## config.mk

```make
export PLATFORM = sky130hd
export DESIGN_NAME = alu_operand_sequencer
export DESIGN_NICKNAME = d
export VERILOG_FILES = /design/src/rtl/alu_seq_pkg.sv /design/src/rtl/seq_watchdog.sv /design/src/rtl/alu_operand_sequencer.sv
export SDC_FILE = /design/constraint.sdc
export NUM_CORES = 1
export LEC_CHECK = 0
export CORE_ASPECT_RATIO = 1.2
export CORE_MARGIN = 2
export CORE_UTILIZATION = 41
export DETAILED_ROUTE_END_ITERATION = 8
export PLACE_DENSITY = 0.84
export SLEW_MARGIN = 15
export SYNTH_ARGS = -nofsm -noshare
export SYNTH_HDL_FRONTEND = slang
export SYNTH_SLANG_ARGS = --single-unit
```

## constraint.sdc

```tcl
create_clock -name clk -period 1.92 [get_ports clk]
set_clock_uncertainty 0.1 [all_clocks]
set_input_delay 0.48 -clock clk [delete_from_list [all_inputs] [get_ports clk]]
set_output_delay 0.48 -clock clk [all_outputs]
set_load 0.03 [all_outputs]
```

## src/rtl/alu_seq_pkg.sv

```systemverilog
// Shared definitions for the ALU operand-entry sequencer: state codes,
// LED phase width and the default operand/opcode widths used by the ALU top.
package alu_seq_pkg;

    localparam int PHASE_W       = 3;
    localparam int DEFAULT_WIDTH = 8;
    localparam int DEFAULT_OPW   = 4;

    // State codes are fixed because they are shown directly on the phase LEDs.
    typedef enum logic [PHASE_W-1:0] {
        ST_GET_A  = 3'd0,
        ST_GET_B  = 3'd1,
        ST_GET_OP = 3'd2,
        ST_ISSUE  = 3'd3,
        ST_WAIT   = 3'd4,
        ST_SHOW   = 3'd5
    } seq_state_e;

endpackage

```

## src/rtl/seq_watchdog.sv

```systemverilog
// Clear/enable/expire counter guarding the WAIT state of the sequencer.
// Only present when SEQ_WATCHDOG_EN is defined.
`ifdef SEQ_WATCHDOG_EN
module seq_watchdog #(
    parameter int LIMIT = 1024
) (
    input  logic clk,
    input  logic rst,
    input  logic clr_i,
    input  logic en_i,
    output logic expire_o
);

    localparam int CW = (LIMIT < 2) ? 1 : $clog2(LIMIT);
    localparam logic [CW-1:0] LAST = CW'(LIMIT - 1);

    logic [CW-1:0] cnt_q;
    logic [CW-1:0] cnt_d;

    // Next count: restart on clear, advance while enabled, hold at the last step.
    always_comb begin
        cnt_d = cnt_q;
        if (clr_i) begin
            cnt_d = '0;
        end else if (en_i && (cnt_q != LAST)) begin
            cnt_d = cnt_q + CW'(1);
        end else begin
            cnt_d = cnt_q;
        end
    end

    // Count register.
    always_ff @(posedge clk) begin
        if (rst) begin
            cnt_q <= '0;
        end else begin
            cnt_q <= cnt_d;
        end
    end

    // Expiry fires in the LIMIT-th enabled cycle after a clear.
    assign expire_o = en_i && !clr_i && (cnt_q == LAST);

endmodule
`endif

```

## src/rtl/alu_operand_sequencer.sv

```systemverilog
// Operand-entry sequencer: captures operand A, operand B and opcode from the
// switch bank on successive debounced presses, starts the ALU, waits for it
// and holds the result phase for display.
// Optional feature macro: SEQ_WATCHDOG_EN (WAIT timeout -> SHOW with err=1).
module alu_operand_sequencer
    import alu_seq_pkg::*;
#(
    parameter int WIDTH      = DEFAULT_WIDTH,
    parameter int OPW        = DEFAULT_OPW,
    parameter int WAIT_LIMIT = 1024
) (
    input  logic               clk,
    input  logic               rst,
    input  logic [WIDTH-1:0]   sw,
    input  logic               next_p,
    input  logic               clr_p,
    input  logic               alu_done,
    output logic [WIDTH-1:0]   op_a,
    output logic [WIDTH-1:0]   op_b,
    output logic [OPW-1:0]     opcode,
    output logic               alu_start,
    output logic               busy,
    output logic [PHASE_W-1:0] phase,
    output logic               err
);

    seq_state_e       state_q;
    logic [WIDTH-1:0] op_a_q;
    logic [WIDTH-1:0] op_b_q;
    logic [OPW-1:0]   opcode_q;
    logic             wd_expire_s;

`ifdef SEQ_WATCHDOG_EN
    logic err_q;

    // The counter restarts while in ISSUE (the only way into WAIT) and on clear.
    seq_watchdog #(
        .LIMIT (WAIT_LIMIT)
    ) u_watchdog (
        .clk      (clk),
        .rst      (rst),
        .clr_i    ((state_q == ST_ISSUE) || clr_p),
        .en_i     (state_q == ST_WAIT),
        .expire_o (wd_expire_s)
    );

    assign err = err_q;
`else
    assign wd_expire_s = 1'b0;
    assign err         = 1'b0;
`endif

    // Sequencer FSM: state transitions and operand/opcode capture.
    always_ff @(posedge clk) begin
        if (rst) begin
            state_q  <= ST_GET_A;
            op_a_q   <= '0;
            op_b_q   <= '0;
            opcode_q <= '0;
`ifdef SEQ_WATCHDOG_EN
            err_q    <= 1'b0;
`endif
        end else if (clr_p) begin
            // Clear beats a simultaneous next press: nothing is captured.
            state_q  <= ST_GET_A;
            op_a_q   <= '0;
            op_b_q   <= '0;
            opcode_q <= '0;
`ifdef SEQ_WATCHDOG_EN
            err_q    <= 1'b0;
`endif
        end else begin
            case (state_q)
                ST_GET_A: begin
                    if (next_p) begin
                        op_a_q  <= sw;
                        state_q <= ST_GET_B;
                    end
                end
                ST_GET_B: begin
                    if (next_p) begin
                        op_b_q  <= sw;
                        state_q <= ST_GET_OP;
                    end
                end
                ST_GET_OP: begin
                    if (next_p) begin
                        opcode_q <= sw[OPW-1:0];
                        state_q  <= ST_ISSUE;
                    end
                end
                ST_ISSUE: begin
                    // Presses and done pulses in this cycle are dropped.
                    state_q <= ST_WAIT;
                end
                ST_WAIT: begin
                    if (alu_done) begin
                        state_q <= ST_SHOW;
                    end else if (wd_expire_s) begin
                        state_q <= ST_SHOW;
`ifdef SEQ_WATCHDOG_EN
                        err_q   <= 1'b1;
`endif
                    end
                end
                ST_SHOW: begin
                    if (next_p) begin
                        state_q <= ST_GET_A;
`ifdef SEQ_WATCHDOG_EN
                        err_q   <= 1'b0;
`endif
                    end
                end
                default: begin
                    state_q <= ST_GET_A;
                end
            endcase
        end
    end

    // Moore outputs decoded straight from the state register.
    assign alu_start = (state_q == ST_ISSUE);
    assign busy      = (state_q == ST_ISSUE) || (state_q == ST_WAIT);
    assign phase     = state_q;
    assign op_a      = op_a_q;
    assign op_b      = op_b_q;
    assign opcode    = opcode_q;

endmodule

```

==> results_dict.tcl <==
set metrics [dict create \
    pre_cts_slack_ns -0.03811 \
    die_h_microns 56.90 \
    root_buffer "clkbuf_4" \
    drive_gt1_share_pct 15.33 \
    rr_worst_depth 5 \
    cts_max_level 1 \
    netlist_instances 101 \
    grt_pass1_vias 703 \
    fin_crit_sh_pct 98.01 \
    gr-usage-all-layers_pct 17.15 \
    pin_count 39 \
    grt_max_degree 24 \
    synthTopCellsByArea "dfxtp_1 (48%), mux2i_1 (13%), nand2_1 (6.7%)" \
    wl_per_cell_microns 12.58 \
    cp-start-kind "flip-flop" \
    grt_pass1_wl_mm 3.332 \
    numCtsBuffers 3 \
    area_growth_pct 41.36 \
    end_kind "primary output" \
    multiInputGateArea_sq_um 429.2 \
    clk_pin_slew_ns 0.13 \
    synth_seq_cells 23 \
    rsz0062_at_grt "yes" \
    vias 817 \
    clk_latency_ns 0.32 \
    slew_viol_final 0 \
    gr-total-overflow 0 \
    fin_ws_ns 0.03813 \
    power.net_switching_w 0.0002184 \
    synth_edf_count 0 \
    crit_end "busy" \
    ys_async_sr_fraction_pct 0 \
    drc 0 \
    path_max_fanout 3 \
    place_hpwl_mm 1.602 \
    critPathLaunch "phase[2]$_SDFFE_PP0P_" \
    routed_wl_mm 2.113 \
    synth_commonest_cells "dfxtp_1 (23), nand2_1 (17), nor2_1 (13)" \
    netlist_area_sq_um 955.9 \
    irDropWorstVdd_mv 0.4548 \
    finalSetupViolCount 0 \
    tns_ns 0 \
    clock-sinks 23 \
    ys_seq_area_share_pct 48.17 \
    period_needed_ns 1.882 \
    nNetsFinal 151 \
    dr.pass1.iters 4 \
    yosys_warnings 0 \
    p_leak_nw 0.6228 \
    yosysTopAreaCellShare_pct 48.17 \
    intPower_w 0.0006139 \
    clock.fmax_ghz 0.5314 \
    syn_avg_cell_area_sq_um 9.465 \
    antenna_found_initial 0 \
    io_buffer_count 37 \
    clock_tree.buffer_depth 2 \
    r2r_setup_slack_ns 0.35 \
    start_util_pct 42.33 \
    viasPerCell 4.863 \
    fill_cells 208 \
    hold_buffers 0 \
    synth_area_leader_cell "dfxtp_1" \
    r2r_end "op_b[6]$_SDFFE_PP0P_" \
    regArea_sq_um 462.9 \
    gp_congestion 0.7285 \
    power_density_nw_per_um2 616.0 \
    die_x_microns 48.08 \
    ys.flop_type "dfxtp_1" \
    crit-reg2reg-launch "phase[2]$_SDFFE_PP0P_" \
    syn_nets 114 \
    cts_tree "yes" \
    hold_viol 0 \
    drt_iter0_drc 6 \
    p_seq_share_pct 58.9 \
    ant_nets 0 \
    min_path_type "flip-flop to flip-flop" \
    die-area_sq_um 2736 \
    critPathKind "flip-flop to primary output" \
    drv_cap 0 \
    yosysMostFrequentCell "dfxtp_1" \
    swShare_pct 26.24 \
    status "finished, final reports clean" \
    coreArea_sq_um 2258 \
    worst_ep_required_time_ns 1.34 \
    arrival_ns 1.30 \
    ys_types 23 \
    holdCritStartpoint "op_a[2]$_SDFFE_PP0P_" \
    clkPwrFrac_pct 27.9 \
    rows 19 \
    diodes 0 \
    combPwrFrac_pct 13.2 \
]
## flip-flops by register name (all words and copies together) (netlist names)
register	flops
opcode	4
op_a	8
phase	3
op_b	8
## final cells by class
class | count | area share (%)
Clock buffer | 3 | 1.667
Inverter | 1 | 0.2778
Tap cell | 31 | 2.870
Clock inverter | 1 | 0.3704
Multi-Input combinational cell | 67 | 31.76
Sequential cell | 23 | 34.26
Timing Repair Buffer | 42 | 28.80
## worst min-delay path by stage
stage / to / depth (start not counted)
6_report: op_a[2]$_SDFFE_PP0P_ / 2
5_1_grt: op_a[7]$_SDFFE_PP0P_ / 2
4_1_cts: op_a[2]$_SDFFE_PP0P_ / 2
3_5_place_dp: op_a[2]$_SDFFE_PP0P_ / 2
3_3_place_gp: op_a[1]$_SDFFE_PP0P_ / 2
2_1_floorplan: op_a[0]$_SDFFE_PP0P_ / 2
## logic make-up after synthesis
logic type | Yosys count | synth area share [%]
AND/OR/NAND/NOR | 43 | 25.13
other | 1 | 0.3923
AO/OA/AOI/OAI | 10 | 5.235
flip-flops | 23 | 48.17
buffers and inverters | 11 | 7.328
multiplexers | 13 | 13.74
## critical path, stage by stage (launching register included)
cell     delay (ns)
dfxtp_2        0.36
buf_6          0.09
or2b_1         0.24
o21ai_2        0.15
buf_6          0.14
## repair_timing
item	CTS	global route
setup endpoints to repair	22	3
gates resized for setup	24	3
pin swaps	0	1
setup buffers	0	2
## stage by stage
| step | cells | total power (W) | util (%) | area (sq um) | hold WS (ns) |
|---|---|---|---|---|---|
| finish | 168 | 0.0008323 | 59.83 | 1351 | 0.3663 |
| CTS | 167 | 0.0008354 | 59.22 | 1338 | 0.3682 |
| global placement | 163 | 0.0006145 | 58.78 | 1328 | 0.3414 |
| detailed placement | 163 | 0.0006168 | 58.78 | 1328 | 0.3528 |
| floorplan | 101 | 0.0005666 | - | 959.7 | 0.4800 |
| global route | 168 | 0.0008659 | 59.83 | 1351 | 0.3908 |
## power by group through the flow
stage / Combinational [W] / Clock (W) / Sequential [W]
4_1_cts: 0.000111 / 0.000235 / 0.000489
3_5_place_dp: 0.000116 / 0 / 0.000501
2_1_floorplan: 0.0000499 / 0 / 0.000517
5_1_grt: 0.000118 / 0.000256 / 0.000491
6_report: 0.000110 / 0.000233 / 0.000490
3_3_place_gp: 0.000114 / 0 / 0.000500
## layer usage
layer / wire (microns) / global-route usage (%)
met1: 885 / 21.29
met2: 1049 / 25.90
met3: 81 / 2.251
met4: 97 / 11.97
met5: 0 / 0
## cell usage in the layout, fill, tap and decap left out, types with 2 or more instances in the layout
master           instances
clkbuf_4                 3
dlymetal6s2s_1           2
dfxtp_1                 21
mux2i_1                 12
and4bb_2                 3
buf_4                    5
clkdlybuf4s50_1         12
a21oi_1                  9
nor3_1                   2
dlygate4sd2_1           21
nor2_1                  13
nor3b_1                  2
buf_6                    2
nand2_1                 17
dfxtp_2                  2
(Power assumes the default switching activity.)
